===== src/rtl/duck_motion.sv =====
// rtl/duck_motion.sv - duck sprite motion controller: spawn, fly/bounce, hit freeze, fall or escape
module duck_motion #(
  parameter int SCREEN_W   = 640,
  parameter int GROUND_Y   = 400,
  parameter int DUCK_W     = 32,
  parameter int DUCK_H     = 32,
  parameter int SPEED      = 2,
  parameter int FALL_SPEED = 4,
  parameter int HIT_TICKS  = 30,
  parameter int FLY_TICKS  = 300
) (
  input  logic       clk25m,
  input  logic       reset,
  input  logic       tick60,
  input  logic       spawn,
  input  logic [9:0] spawn_x,
  input  logic       spawn_left,
  input  logic       hit,
  output logic [9:0] duck_x,
  output logic [9:0] duck_y,
  output logic       facing_left,
  output logic [2:0] state,
  output logic       done,
  output logic       shot_down
);

  typedef enum logic [2:0] {
    S_IDLE     = 3'd0,
    S_FLYING   = 3'd1,
    S_HIT      = 3'd2,
    S_FALLING  = 3'd3,
    S_ESCAPING = 3'd4
  } state_t;

  localparam int CW = $clog2((FLY_TICKS > HIT_TICKS ? FLY_TICKS : HIT_TICKS) + 1);

  // Position math is done 12-bit signed so stepping past either edge never wraps.
  localparam logic signed [11:0] X_MAX = 12'(SCREEN_W - DUCK_W);
  localparam logic signed [11:0] Y_MAX = 12'(GROUND_Y - DUCK_H);
  localparam logic signed [11:0] SPD   = 12'(SPEED);
  localparam logic signed [11:0] FSPD  = 12'(FALL_SPEED);
  localparam logic [9:0]         X_MAX10 = 10'(SCREEN_W - DUCK_W);
  localparam logic [9:0]         Y_MAX10 = 10'(GROUND_Y - DUCK_H);
  localparam logic [CW-1:0]      FLY_CNT = CW'(FLY_TICKS);
  localparam logic [CW-1:0]      HIT_CNT = CW'(HIT_TICKS);

  state_t          state_q, state_d;
  logic [9:0]      x_q, x_d, y_q, y_d;
  logic            left_q, left_d, up_q, up_d;
  logic [CW-1:0]   cnt_q, cnt_d, cnt_inc;
  logic            done_q, done_d, shot_q, shot_d;

  logic signed [11:0] x_s, y_s, nx, ny, y_fall, y_rise;

  always_ff @(posedge clk25m) begin
    if (reset) begin
      state_q <= S_IDLE;
      x_q     <= '0;
      y_q     <= Y_MAX10;
      left_q  <= 1'b0;
      up_q    <= 1'b1;
      cnt_q   <= '0;
      done_q  <= 1'b0;
      shot_q  <= 1'b0;
    end else begin
      state_q <= state_d;
      x_q     <= x_d;
      y_q     <= y_d;
      left_q  <= left_d;
      up_q    <= up_d;
      cnt_q   <= cnt_d;
      done_q  <= done_d;
      shot_q  <= shot_d;
    end
  end

  always_comb begin
    state_d = state_q;
    x_d     = x_q;
    y_d     = y_q;
    left_d  = left_q;
    up_d    = up_q;
    cnt_d   = cnt_q;
    done_d  = 1'b0;
    shot_d  = shot_q;
    cnt_inc = cnt_q + CW'(1);
    x_s     = $signed({2'b00, x_q});
    y_s     = $signed({2'b00, y_q});
    nx      = left_q ? (x_s - SPD) : (x_s + SPD);
    ny      = up_q ? (y_s - SPD) : (y_s + SPD);
    y_fall  = y_s + FSPD;
    y_rise  = y_s - SPD;

    case (state_q)
      S_IDLE: begin
        if (spawn) begin
          x_d     = (spawn_x > X_MAX10) ? X_MAX10 : spawn_x;
          y_d     = Y_MAX10;
          left_d  = spawn_left;
          up_d    = 1'b1;
          cnt_d   = '0;
          state_d = S_FLYING;
        end
      end
      S_FLYING: begin
        if (hit) begin
          cnt_d   = '0;
          state_d = S_HIT;
        end else if (tick60) begin
          // Touching an edge counts as the bounce, so the duck never lingers on it.
          if (nx <= 12'sd0) begin
            x_d    = '0;
            left_d = ~left_q;
          end else if (nx >= X_MAX) begin
            x_d    = X_MAX10;
            left_d = ~left_q;
          end else begin
            x_d = nx[9:0];
          end
          if (ny <= 12'sd0) begin
            y_d  = '0;
            up_d = ~up_q;
          end else if (ny >= Y_MAX) begin
            y_d  = Y_MAX10;
            up_d = ~up_q;
          end else begin
            y_d = ny[9:0];
          end
          cnt_d = cnt_inc;
          if (cnt_inc == FLY_CNT) state_d = S_ESCAPING;
        end
      end
      S_HIT: begin
        if (tick60) begin
          if (cnt_inc == HIT_CNT) begin
            cnt_d   = '0;
            state_d = S_FALLING;
          end else begin
            cnt_d = cnt_inc;
          end
        end
      end
      S_FALLING: begin
        if (tick60) begin
          if (y_fall >= Y_MAX) begin
            y_d     = Y_MAX10;
            done_d  = 1'b1;
            shot_d  = 1'b1;
            state_d = S_IDLE;
          end else begin
            y_d = y_fall[9:0];
          end
        end
      end
      S_ESCAPING: begin
        if (tick60) begin
          if (y_s <= SPD) begin
            y_d     = '0;
            done_d  = 1'b1;
            shot_d  = 1'b0;
            state_d = S_IDLE;
          end else begin
            y_d = y_rise[9:0];
          end
        end
      end
      default: state_d = S_IDLE;
    endcase
  end

  assign duck_x      = x_q;
  assign duck_y      = y_q;
  assign facing_left = left_q;
  assign state       = state_q;
  assign done        = done_q;
  assign shot_down   = shot_q;

endmodule


===== config.mk =====
export PLATFORM = sky130hd
export DESIGN_NAME = duck_motion
export DESIGN_NICKNAME = d
export VERILOG_FILES = /design/src/rtl/duck_motion.sv
export SDC_FILE = /design/constraint.sdc
export NUM_CORES = 1
export LEC_CHECK = 0
export ABC_CLOCK_PERIOD_IN_PS = 5570
export CAP_MARGIN = 25
export CORE_MARGIN = 1.5
export CORE_UTILIZATION = 25
export CTS_BUF_LIST = sky130_fd_sc_hd__clkbuf_16
export CTS_CLUSTER_DIAMETER = 120
export CTS_CLUSTER_SIZE = 16
export DETAILED_ROUTE_END_ITERATION = 8
export GPL_ROUTABILITY_DRIVEN = 0
export GPL_TIMING_DRIVEN = 0
export PLACE_DENSITY_LB_ADDON = 0.3
export SLEW_MARGIN = 20
export SYNTH_ARGS = -nofsm -noshare
export SYNTH_HDL_FRONTEND = slang
export SYNTH_SLANG_ARGS = --single-unit

===== constraint.sdc =====
create_clock -name clk25m -period 5.57 [get_ports clk25m]
set_clock_uncertainty 0.2 [all_clocks]
set_input_delay 1.114 -clock clk25m [delete_from_list [all_inputs] [get_ports clk25m]]
set_output_delay 1.114 -clock clk25m [all_outputs]
set_load 0.005 [all_outputs]

==> out/results.tsv, run 1 <==
metric	value	unit
clock-pin slew on the worst setup and hold paths	0.06	ns
vias in the first global route	3216	
Yosys warnings	0	
First-pass DRT Iterations	5	
row cnt	41	
arrival time at the worst endpoint	4.49	ns
Die Ht	116	um
aggregate global-route resource usage	15.1	%
Synth Instances	440	
first-pass GRT wire length	16.1	mm
Post-Place Cell Area	3820	sq um
Hold WC Path Type	reg -> reg	
Residual DRC	0	
# nets final	513	
Max VDD drop	0.115	mV
dpl hpwl	7.55	mm
Area Overhead vs Synth	24.1	%
worst path bufs/invs	2	
crit end category	register	
actual slew at the worst max-slew pin	1.01	ns
PwrDens	391	nW/um^2
Setup CP Type	reg -> reg	
design area	3980	sq um
Slew Limit Fails	0	
register area share after synthesis	21.8	%
crit path time final	4.52	ns
Crit path max-delay family	compound AO/OA/AOI/OAI gates	
routed wire length	10.3	mm
Final period util	81.1	%
Vias	3558	
Syn Std Cell Area	3210	sq um
Bufs on Longest Clock Path	2	
status	finished, final reports clean	
max incr delay on CP	0.81	ns
layout cell share with drive strength beyond 1	4.94	%
IO buf count	39	
# resized after CTS	0	
critical path peak fanout	10	
RSZ-0062 raised after global routing	false	
DR iter-0 viols	293	
Root Driver	clkbuf_16	
syn_nets	467	
non-filler instance count after layout	658	
total power draw	1.56	mW
cts-stage hold buffer count	0	
initial antenna violation count	0	
Die W	116	um
core area	12600	sq um
top post-synthesis cells by area	dfxtp_1 (22%), nor2_1 (5.2%), a21oi_1 (5.0%), nand2_1 (4.6%), ha_1 (4.3%)	
IO Count	42	
clk sink count	35	
Highest Clock Rate	221	MHz
number of synthesized register bits	35	
H-tree levels	2	
crit-path most repeated cell	a21boi_1	
grt ovf	0	
largest area contributor in the netlist	dfxtp_1	
Leak Pwr	1.35	nW
Critical Path Source Type	register	
Slowest cell on crit path	a211oi_1	
die area	13500	sq um
Placement Setup Slack	1.19	ns
ANT cells	0	
Final setup viols	0	
Max-slew headroom	32.5	%
Async SR Flop Fraction	0	%
Routed WL per cell	15.6	um
Fin. Hold Viols	0	
Syn Area/Cell	7.29	sq um
vias per inst	5.41	
Max-Cap Viols	0	
CTS tree	yes	
Post-synth EDFFs	0	
Synth Flop Type	dfxtp_1	
Setup Buffers After CTS	0	
Placed Cells	651	
worst skew pair latency	0.29	ns
Worst EP required	5.54	ns
crit path cell chain	clkbuf_1, inv_1, ha_1, a21boi_1, nor3b_1, a21boi_1, xnor2_1, a211o_1, a211oi_1, nand3_1, o311ai_1	
Cell variety after synth	69	
Antenna Nets Post-Route	0	
top-area cell type share of the netlist area	21.8	%
largest net degree at the start of global routing	12	
total CTS buffers	5	
Setup WS post-layout	1.05	ns
initial core utilization	25.5	%
setup TNS	0	ns
power by group:
part / switching [mW] / internal [mW]
Sequential: 0.0670 / 0.298
Combinational: 0.506 / 0.357
Clock: 0.119 / 0.209
final cells by class:
| class | count | area [sq um] |
|---|---|---|
| fill | 1358 | 8590 |
| multi-input combinational | 360 | 2300 |
| sequential | 35 | 701 |
| timing repair buffer | 39 | 390 |
| tap | 172 | 215 |
| buffer | 28 | 146 |
| clock buffer | 5 | 125 |
| inverter | 17 | 63.8 |
| clock inverter | 2 | 37.5 |
layer usage:
layer	vias up	share of wire, %	global-route usage [%]
li1	1740	-	-
met1	1675	46	19.5
met2	127	46	24.8
met3	16	6.1	2.91
met4	0	1.9	6.42
met5	-	0	0
logic make-up (layout without fill, tap and decap cells):
logic type	count (synthesis)	count (layout)	share of synthesized area [%]
xor gates and xnor gates	21	21	5.74
AOI/OAI and AO/OA	133	133	28.4
muxes	7	7	2.22
and+or+nand+nor	187	187	30.9
other	1	1	0.117
buffers and inverters	45	91	6.55
adders and majority gates	11	11	4.29
DFF	35	35	21.8
sequential cells by signal (all words and copies together), names as in the netlist:
register / cells
cnt_q: 9
duck_x: 10
duck_y: 9
up_q: 1
facing_left: 1
done: 1
state: 3
shot_down: 1
worst paths after layout:
check	start	endpoint	slack, ns	cells past startpoint
min	duck_x[0]	duck_x[0]	0.31	2
max	duck_y[3]	duck_y[7]	1.05	11
max reg2reg	duck_y[3]	duck_y[7]	1.05	11
min reg2reg	duck_x[0]	duck_x[0]	0.31	2
through the flow:
step | util (%) | hold slack (ns)
6_report | 31.7 | 0.312
5_1_grt | 31.7 | 0.345
4_1_cts | 31.7 | 0.312
3_5_place_dp | 30.4 | 0.299
3_3_place_gp | 30.3 | 0.288
2_1_floorplan | - | 0.274
Yosys cell counts (all sizes together) (4+ instances only):
master   n
nand4    7
mux2i    6
a21oi   33
dfxtp   35
or3      4
and2     4
o21a     5
nor2b    4
inv     17
nor2    44
nor3    21
o21ai   26
a311oi   4
ha      11
a211oi  10
nor3b    9
or4      5
nor4     5
and3     6
nand3   13
xnor2   15
nand2b   6
xor2     6
or2      4
buf      9
a31oi    8
clkbuf  18
o31ai    6
a221oi   6
nand2   39
layout by cell type (no fill, tap or decap), types with 6 or more instances in the layout:
cell type,Yosys,layout
a21oi_1,32,32
nand2b_1,6,6
inv_1,16,16
nand4_1,7,7
xnor2_1,15,15
nor3b_1,9,9
nand3_1,13,13
o21ai_1,6,6
xor2_1,6,6
a31oi_1,8,8
mux2i_1,6,6
nor3_1,21,20
and3_1,6,6
a221oi_1,6,6
dfxtp_1,35,35
o21ai_0,20,20
clkbuf_1,18,18
nor2_1,44,44
ha_1,11,11
clkdlybuf4s50_1,0,39
nand2_1,39,39
a211oi_1,10,10
worst register-to-register path, delay by kind of cell, from the launching register on:
family / cells / cell delay, ns
adders and majority gates: 1 / 0.22
and+or+nand+nor: 2 / 0.75
DFF: 1 / 0.41
xor gates and xnor gates: 1 / 0.18
buffers and inverters: 2 / 0.56
AOI/OAI and AO/OA: 5 / 2.08
Power figures use the tool's default switching activity.
==> run 2, diff against run 1 <==
--- a/config.mk
+++ b/config.mk
@@ -5,7 +5,7 @@
 export SDC_FILE = /design/constraint.sdc
 export NUM_CORES = 1
 export LEC_CHECK = 0
-export ABC_CLOCK_PERIOD_IN_PS = 5570
+export ABC_CLOCK_PERIOD_IN_PS = 3800
 export CAP_MARGIN = 25
 export CORE_MARGIN = 1.5
 export CORE_UTILIZATION = 25
==> constraint.sdc (replaced) <==
create_clock -name clk25m -period 3.8 [get_ports clk25m]
set_clock_uncertainty 0.2 [all_clocks]
set_input_delay 0.76 -clock clk25m [delete_from_list [all_inputs] [get_ports clk25m]]
set_output_delay 0.76 -clock clk25m [all_outputs]
set_load 0.005 [all_outputs]
==> run 2 against run 1 <==
Against the previous run:
- sequential power grew 47%
- non-clock buffer count did not move
- final area rose by 0.38%
- sequential share of layout area fell by 0.066 points
- first-iteration DRC count grew 0.34%
- critical path depth unchanged
- register-to-register slack lost 0.84 ns
- hold slack lost 0.0011 ns
- utilization rose by 0.12 points
- global-route usage rose by 0.098 points
- final cell count unchanged
- worst setup slack worse by 0.84 ns
- highest routed layer unchanged
==> out/results.tsv, run 2 (synthesized netlist as in run 1, its figures left out) <==
metric	value	unit	change
Hold WC Path Type	reg -> reg		
First-pass DRT Iterations	5		unchanged
Worst EP required	3.77	ns	-1.77 ns
worst skew pair latency	0.29	ns	about the same
# nets final	513		unchanged
IO buf count	39		unchanged
Net Sw Power	1.02	mW	+47%
clock power share	21.1	%	about the same
actual slew at the worst max-slew pin	0.859	ns	-0.148 ns
clock-pin slew on the worst setup and hold paths	0.06	ns	about the same
initial antenna violation count	0		unchanged
PwrDens	573	nW/um^2	+47%
WHS Path Cells	2		unchanged
setup TNS	0	ns	unchanged
Fin. Hold Viols	0		unchanged
Leak Pwr	1.36	nW	+0.55%
DR iter-0 viols	294		+0.34%
most common cell after layout, fill and taps aside	nor2_1		
Highest Clock Rate	278	MHz	+26%
ANT cells	0		unchanged
Antenna Nets Post-Route	0		unchanged
Die W	116	um	unchanged
initial core utilization	25.5	%	unchanged
vias per inst	5.44		+0.56%
Setup WS post-layout	0.208	ns	-0.842 ns
core area	12600	sq um	unchanged
layout cell share with drive strength beyond 1	5.76	%	+0.82 points
design area	4000	sq um	+0.38%
crit end category	register		
grt ovf	0		unchanged
aggregate global-route resource usage	15.2	%	+0.098 points
total CTS buffers	5		unchanged
row cnt	41		unchanged
first-pass GRT wire length	16.2	mm	+0.68%
crit path time final	3.59	ns	-0.928 ns
IO Count	42		unchanged
Gate power share	55.4	%	about the same
Area Overhead vs Synth	24.6	%	
routed wire length	10.2	mm	-0.28%
Bufs on Longest Clock Path	2		unchanged
largest net degree at the start of global routing	12		unchanged
Setup CP Type	reg -> reg		
Max VDD drop	0.168	mV	+46%
Root Driver	clkbuf_16		
Die Ht	116	um	unchanged
Final period util	94.5	%	+13 points
Max-slew headroom	42.3	%	+9.8 points
total power draw	2.29	mW	+47%
number of flip-flops in the largest register	10		unchanged
clk sink count	35		unchanged
arrival time at the worst endpoint	3.57	ns	-0.92 ns
CTS tree	yes		
Final setup viols	0		unchanged
status	finished, final reports clean		
Max-Cap Viols	0		unchanged
fin util	31.8	%	+0.12 points
Slew Limit Fails	0		unchanged
Flop pwr share	23.5	%	about the same
H-tree levels	2		unchanged
Vias	3578		+0.56%
die area	13500	sq um	unchanged
R2R setup slack	0.21	ns	-0.84 ns
Post-Place Cell Area	3820	sq um	unchanged
Routed WL per cell	15.6	um	-0.28%
Residual DRC	0		unchanged
most frequent cells in the layout	nor2_1 (44), nand2_1 (39), clkdlybuf4s50_1 (39)		
Pint	1.27	mW	+47%
vias in the first global route	3226		+0.31%
dpl hpwl	7.55	mm	unchanged
Critical Path Source Type	register		
critical path peak fanout	10		unchanged
Net Sw Frac	44.5	%	about the same
R2R cell count	11		unchanged
Placement Setup Slack	-0.577	ns	-1.77 ns
Setup Buffers After CTS	0		unchanged
==> run 2: cell counts in the layout (fill, tap and decap cells not counted) <==
Identical to the previous run, type by type.
==> run 2: layout make-up <==
class                   count  area [sq um]
fillers                  1359          8570
multi-input cells         360          2310
flip-flops and latches     35           701
repair buffers             39           390
well taps                 172           215
plain buffers              28           148
clock buffers               5           125
inverters                  17          63.8
clock inverters             2          37.5
==> run 2: metal layers <==
metal | vias to the layer above | global-route usage (%) | wire length (um)
met3 | 24 | 2.75 | 655
met1 | 1678 | 19.8 | 4620
met5 | - | 0 | 0
met4 | 0 | 6.75 | 249
li1 | 1742 | - | -
met2 | 134 | 24.7 | 4710
==> run 2: metrics by stage <==
step                hold WS (ns)  std cells
detailed placement         0.299        651
CTS                        0.312        658
global placement           0.288        651
floorplan                  0.274        440
finish                     0.311        658
global route               0.345        658
==> run 2: path summary, 6_finish.rpt <==
check                 start   endpoint
setup reg to reg  duck_y[3]  duck_y[7]
setup / recovery  duck_y[3]  duck_y[7]
hold reg to reg   duck_x[0]  duck_x[0]
hold / removal    duck_x[0]  duck_x[0]
==> run 2: timing repair <==
item                                    CTS  global route
endpoints found under the setup margin    8             7
hold buffers                              0             0
resized for setup                         3             2
pin swaps                                 0             0
cloned                                    0             0
==> run 2: critical path, stage by stage, from the launching register on <==
cell,delay (ns)
dfxtp_1,0.41
clkbuf_2,0.27
inv_1,0.12
ha_1,0.21
a21boi_2,0.36
nor3b_2,0.41
a21boi_1,0.18
xnor2_1,0.18
a211o_1,0.32
a211oi_2,0.51
nand3_1,0.15
o311ai_1,0.14
==> run 2: power by group through the flow <==
stage,clock network (mW),registers [mW],logic [mW]
after floorplan,0,0.523,0.850
after global placement,0,0.541,1.24
after detailed placement,0,0.541,1.24
after CTS,0.491,0.536,1.26
after global routing,0.502,0.549,1.40
final,0.482,0.538,1.27
==> run 3, diff against run 2 <==
--- a/config.mk
+++ b/config.mk
@@ -6,7 +6,7 @@
 export NUM_CORES = 1
 export LEC_CHECK = 0
 export ABC_CLOCK_PERIOD_IN_PS = 3800
-export CAP_MARGIN = 25
+export CAP_MARGIN = 20
 export CORE_MARGIN = 1.5
 export CORE_UTILIZATION = 25
 export CTS_BUF_LIST = sky130_fd_sc_hd__clkbuf_16
==> results of run 3 <==
The final DEF is identical to that of run 2; final timing and power are the same.
==> variant 1: new RTL, config.mk and constraints of run 2 <==
Register the inputs `tick60`, `spawn`, `spawn_x`, `spawn_left` and `hit` before use, without a reset. The logic sees them one clock later.
--- a/src/rtl/duck_motion.sv
+++ b/src/rtl/duck_motion.sv
@@ -44,4 +44,18 @@
   localparam logic [CW-1:0]      FLY_CNT = CW'(FLY_TICKS);
   localparam logic [CW-1:0]      HIT_CNT = CW'(HIT_TICKS);
+
+  logic tick60_q;
+  logic spawn_q;
+  logic [9:0] spawn_x_q;
+  logic spawn_left_q;
+  logic hit_q;
+
+  always_ff @(posedge clk25m) begin
+    tick60_q     <= tick60;
+    spawn_q      <= spawn;
+    spawn_x_q    <= spawn_x;
+    spawn_left_q <= spawn_left;
+    hit_q        <= hit;
+  end
 
   state_t          state_q, state_d;
@@ -94,8 +108,8 @@
     case (state_q)
       S_IDLE: begin
-        if (spawn) begin
-          x_d     = (spawn_x > X_MAX10) ? X_MAX10 : spawn_x;
+        if (spawn_q) begin
+          x_d     = (spawn_x_q > X_MAX10) ? X_MAX10 : spawn_x_q;
           y_d     = Y_MAX10;
-          left_d  = spawn_left;
+          left_d  = spawn_left_q;
           up_d    = 1'b1;
           cnt_d   = '0;
@@ -104,8 +118,8 @@
       end
       S_FLYING: begin
-        if (hit) begin
+        if (hit_q) begin
           cnt_d   = '0;
           state_d = S_HIT;
-        end else if (tick60) begin
+        end else if (tick60_q) begin
           // Touching an edge counts as the bounce, so the duck never lingers on it.
           if (nx <= 12'sd0) begin
@@ -132,5 +146,5 @@
       end
       S_HIT: begin
-        if (tick60) begin
+        if (tick60_q) begin
           if (cnt_inc == HIT_CNT) begin
             cnt_d   = '0;
@@ -142,5 +156,5 @@
       end
       S_FALLING: begin
-        if (tick60) begin
+        if (tick60_q) begin
           if (y_fall >= Y_MAX) begin
             y_d     = Y_MAX10;
@@ -154,5 +168,5 @@
       end
       S_ESCAPING: begin
-        if (tick60) begin
+        if (tick60_q) begin
           if (y_s <= SPD) begin
             y_d     = '0;
Check against the original RTL: not equivalent (Yosys sat finds a counterexample within 4 cycles, from zero or initial values and one cycle with reset high).
==> variant 1 against run 2 <==
- combinational power grew 8%
- worst setup slack improved by 0.046 ns
- fmax grew 1.3%
- wire length up 3.3%
- synthesized area increased by 8.2%
- critical endpoint is now duck_y[2]
- highest routed layer unchanged
- total power is 13% higher
- design area rose by 6.6%
- largest cell class unchanged
- sequential cell count up 14
==> variant 1: results <==
[status]
status = completed

[grt]
grt_util_met3 = 0.0231
grt_use_met2 = 0.245
grt_max_degree = 19
grt_pass1_vias = 3328

[finish]
nNetsFinal = 519
fin_area_sq_mm = 0.00426

[drt]
dr_wl_met3_um = 610
initialDrtViolationCount = 246
vias = 3608

[worst_setup_path]
cp_data_arrival_time_ns = 3.50
crit_end = duck_y[2]
critical-path-max-stage-delay_ns = 0.46
crit_slowest_cell = dfxtp_1

[clock_tree]
clk_pin_slew_worst_paths_ns = 0.08
clock-sinks = 49

[synthesis]
syn_inst = 445
netlist_top_cells_count = dfxtp_1 (49), nor2_1 (38), o21ai_0 (37)
syn-num-nets = 472
synthTopCellsByArea = dfxtp_1 (28%), o21ai_0 (5.3%), nor2_1 (4.1%), ha_1 (4.0%), nand2_1 (3.8%)

[placed_design]
dp_cells = 661
place_hpwl_um = 7910

[sta]
hold_ws_ns = 0.330
layout_setup_ws_ns = 0.254

[power]
leakagePower_uw = 0.00149
==> variant 1: cell type report <==
cell class / instances / share of cell area
Buffer: 34 / 0.0408
Inverter: 17 / 0.0150
Timing Repair Buffer: 40 / 0.0940
Clock inverter: 3 / 0.00675
Multi-Input combinational cell: 345 / 0.532
Sequential cell: 49 / 0.231
Clock buffer: 5 / 0.0294
Tap cell: 176 / 0.0517
==> variant 1: logic make-up after synthesis <==
logic type                 share of synthesized area
buffers and inverters                         0.0681
AOI/OAI and AO/OA                              0.271
muxes                                         0.0151
xor gates and xnor gates                      0.0602
and+or+nand+nor                                0.262
DFF                                            0.283
other                                        0.00108
adders and majority gates                     0.0397
==> variant 1: repair_timing <==
action,in CTS,in global routing
hold endpoints to repair,0,0
gates resized for setup,0,5
endpoints found under the setup margin,0,8
==> variant 1: power by group <==
part / switching (uW) / leakage [uW] / internal (uW)
logic: 787 / 0.00101 / 582
registers: 129 / 0.000404 / 601
clock network: 225 / 0.0000763 / 253
total: 1140 / 0.00149 / 1440
==> variant 2: new RTL, settings of run 2 <==
Made on the original files. Change the parameter `HIT_TICKS` from 30 to 60.
--- a/src/rtl/duck_motion.sv
+++ b/src/rtl/duck_motion.sv
@@ -7,5 +7,5 @@
   parameter int SPEED      = 2,
   parameter int FALL_SPEED = 4,
-  parameter int HIT_TICKS  = 30,
+  parameter int HIT_TICKS  = 60,
   parameter int FLY_TICKS  = 300
 ) (
Check against the original RTL: no difference found for any inputs over 10 cycles, from zero or initial values and one cycle with reset high; that may be too few to reach the edited logic, so the function may still have changed.
==> variant 2 against run 2 <==
- worst hold slack got worse by 0.015 ns
- worst setup slack improved by 0.15 ns
- first-iteration DRC count decreased by 37%
- count of clock-buffer cells in the layout unchanged
- total power decreased by 1.8%
- wire length decreased by 4.6%
- sequential share of layout area increased by 0.61 points
- design area decreased by 3.4%
- sequential cell count unchanged
- synthesized area decreased by 3.2%
- critical path type unchanged
- largest power group unchanged
- highest routed layer unchanged
==> variant 2: results <==
[finish]
layout_commonest_cell = clkdlybuf4s50_1
n_fill_cell = 1310
layout.nonclk_buf_frac = 0.131
nNetsFinal = 495
clock_area_frac = 0.0376
final_core_util = 0.320
multi_input_gates = 347
multi_input_area_share = 0.582

[synthesis]
synth_cell_types = 71
seq_area_frac_synth = 0.226

[status]
status = completed

[min_path]
min_to = cnt_q[6]
worstHoldStart = cnt_q[6]

[drt]
initialDrtViolationCount = 184

[worst_setup_path]
cp_data_arrival_time_ns = 3.42
crit_end = duck_y[2]
crit_slowest_cell = dfxtp_1
crit_path_max_fanout = 11

[placed_design]
pre_cts_ws_ns = -0.0702
place_hpwl_um = 7270

[power]
ir_drop_mv = 0.205
leakagePower_uw = 0.00130

[grt]
grt_max_degree = 13
grt_first_pass_wirelength_um = 16200
grt_pass1_vias = 3217

[sta]
hold_ws_ns = 0.296
[variant 2: layer usage]
metal | track usage | vias up | routed length, um
li1 | - | 1686 | -
met1 | 0.211 | 1585 | 4630
met2 | 0.251 | 116 | 4470
met3 | 0.0191 | 11 | 534
met4 | 0.0500 | 0 | 134
met5 | 0 | - | 0
[variant 2: timing repair]
item / CTS / global route
setup endpoints to repair: 2 / 8
buffers inserted: 0 / 0
pin swaps: 0 / 0
gates cloned: 0 / 0
gates resized for setup: 1 / 2
hold buffers: 0 / 0
[variant 2: worst min-delay path: cells and delay by family (launching register included)]
| kind | cells | cell delay, ns |
|---|---|---|
| flip-flops | 1 | 0.34 |
| AND/OR/NAND/NOR | 2 | 0.11 |
[variant 2: cells by family after synthesis]
group	after synthesis	synth area share
mux	6	0.0198
flops	35	0.226
xor+xnor	19	0.0536
other cells	1	0.00121
buf+inv	41	0.0532
simple gates	169	0.293
compound gates	142	0.313
fa+ha+maj	10	0.0403
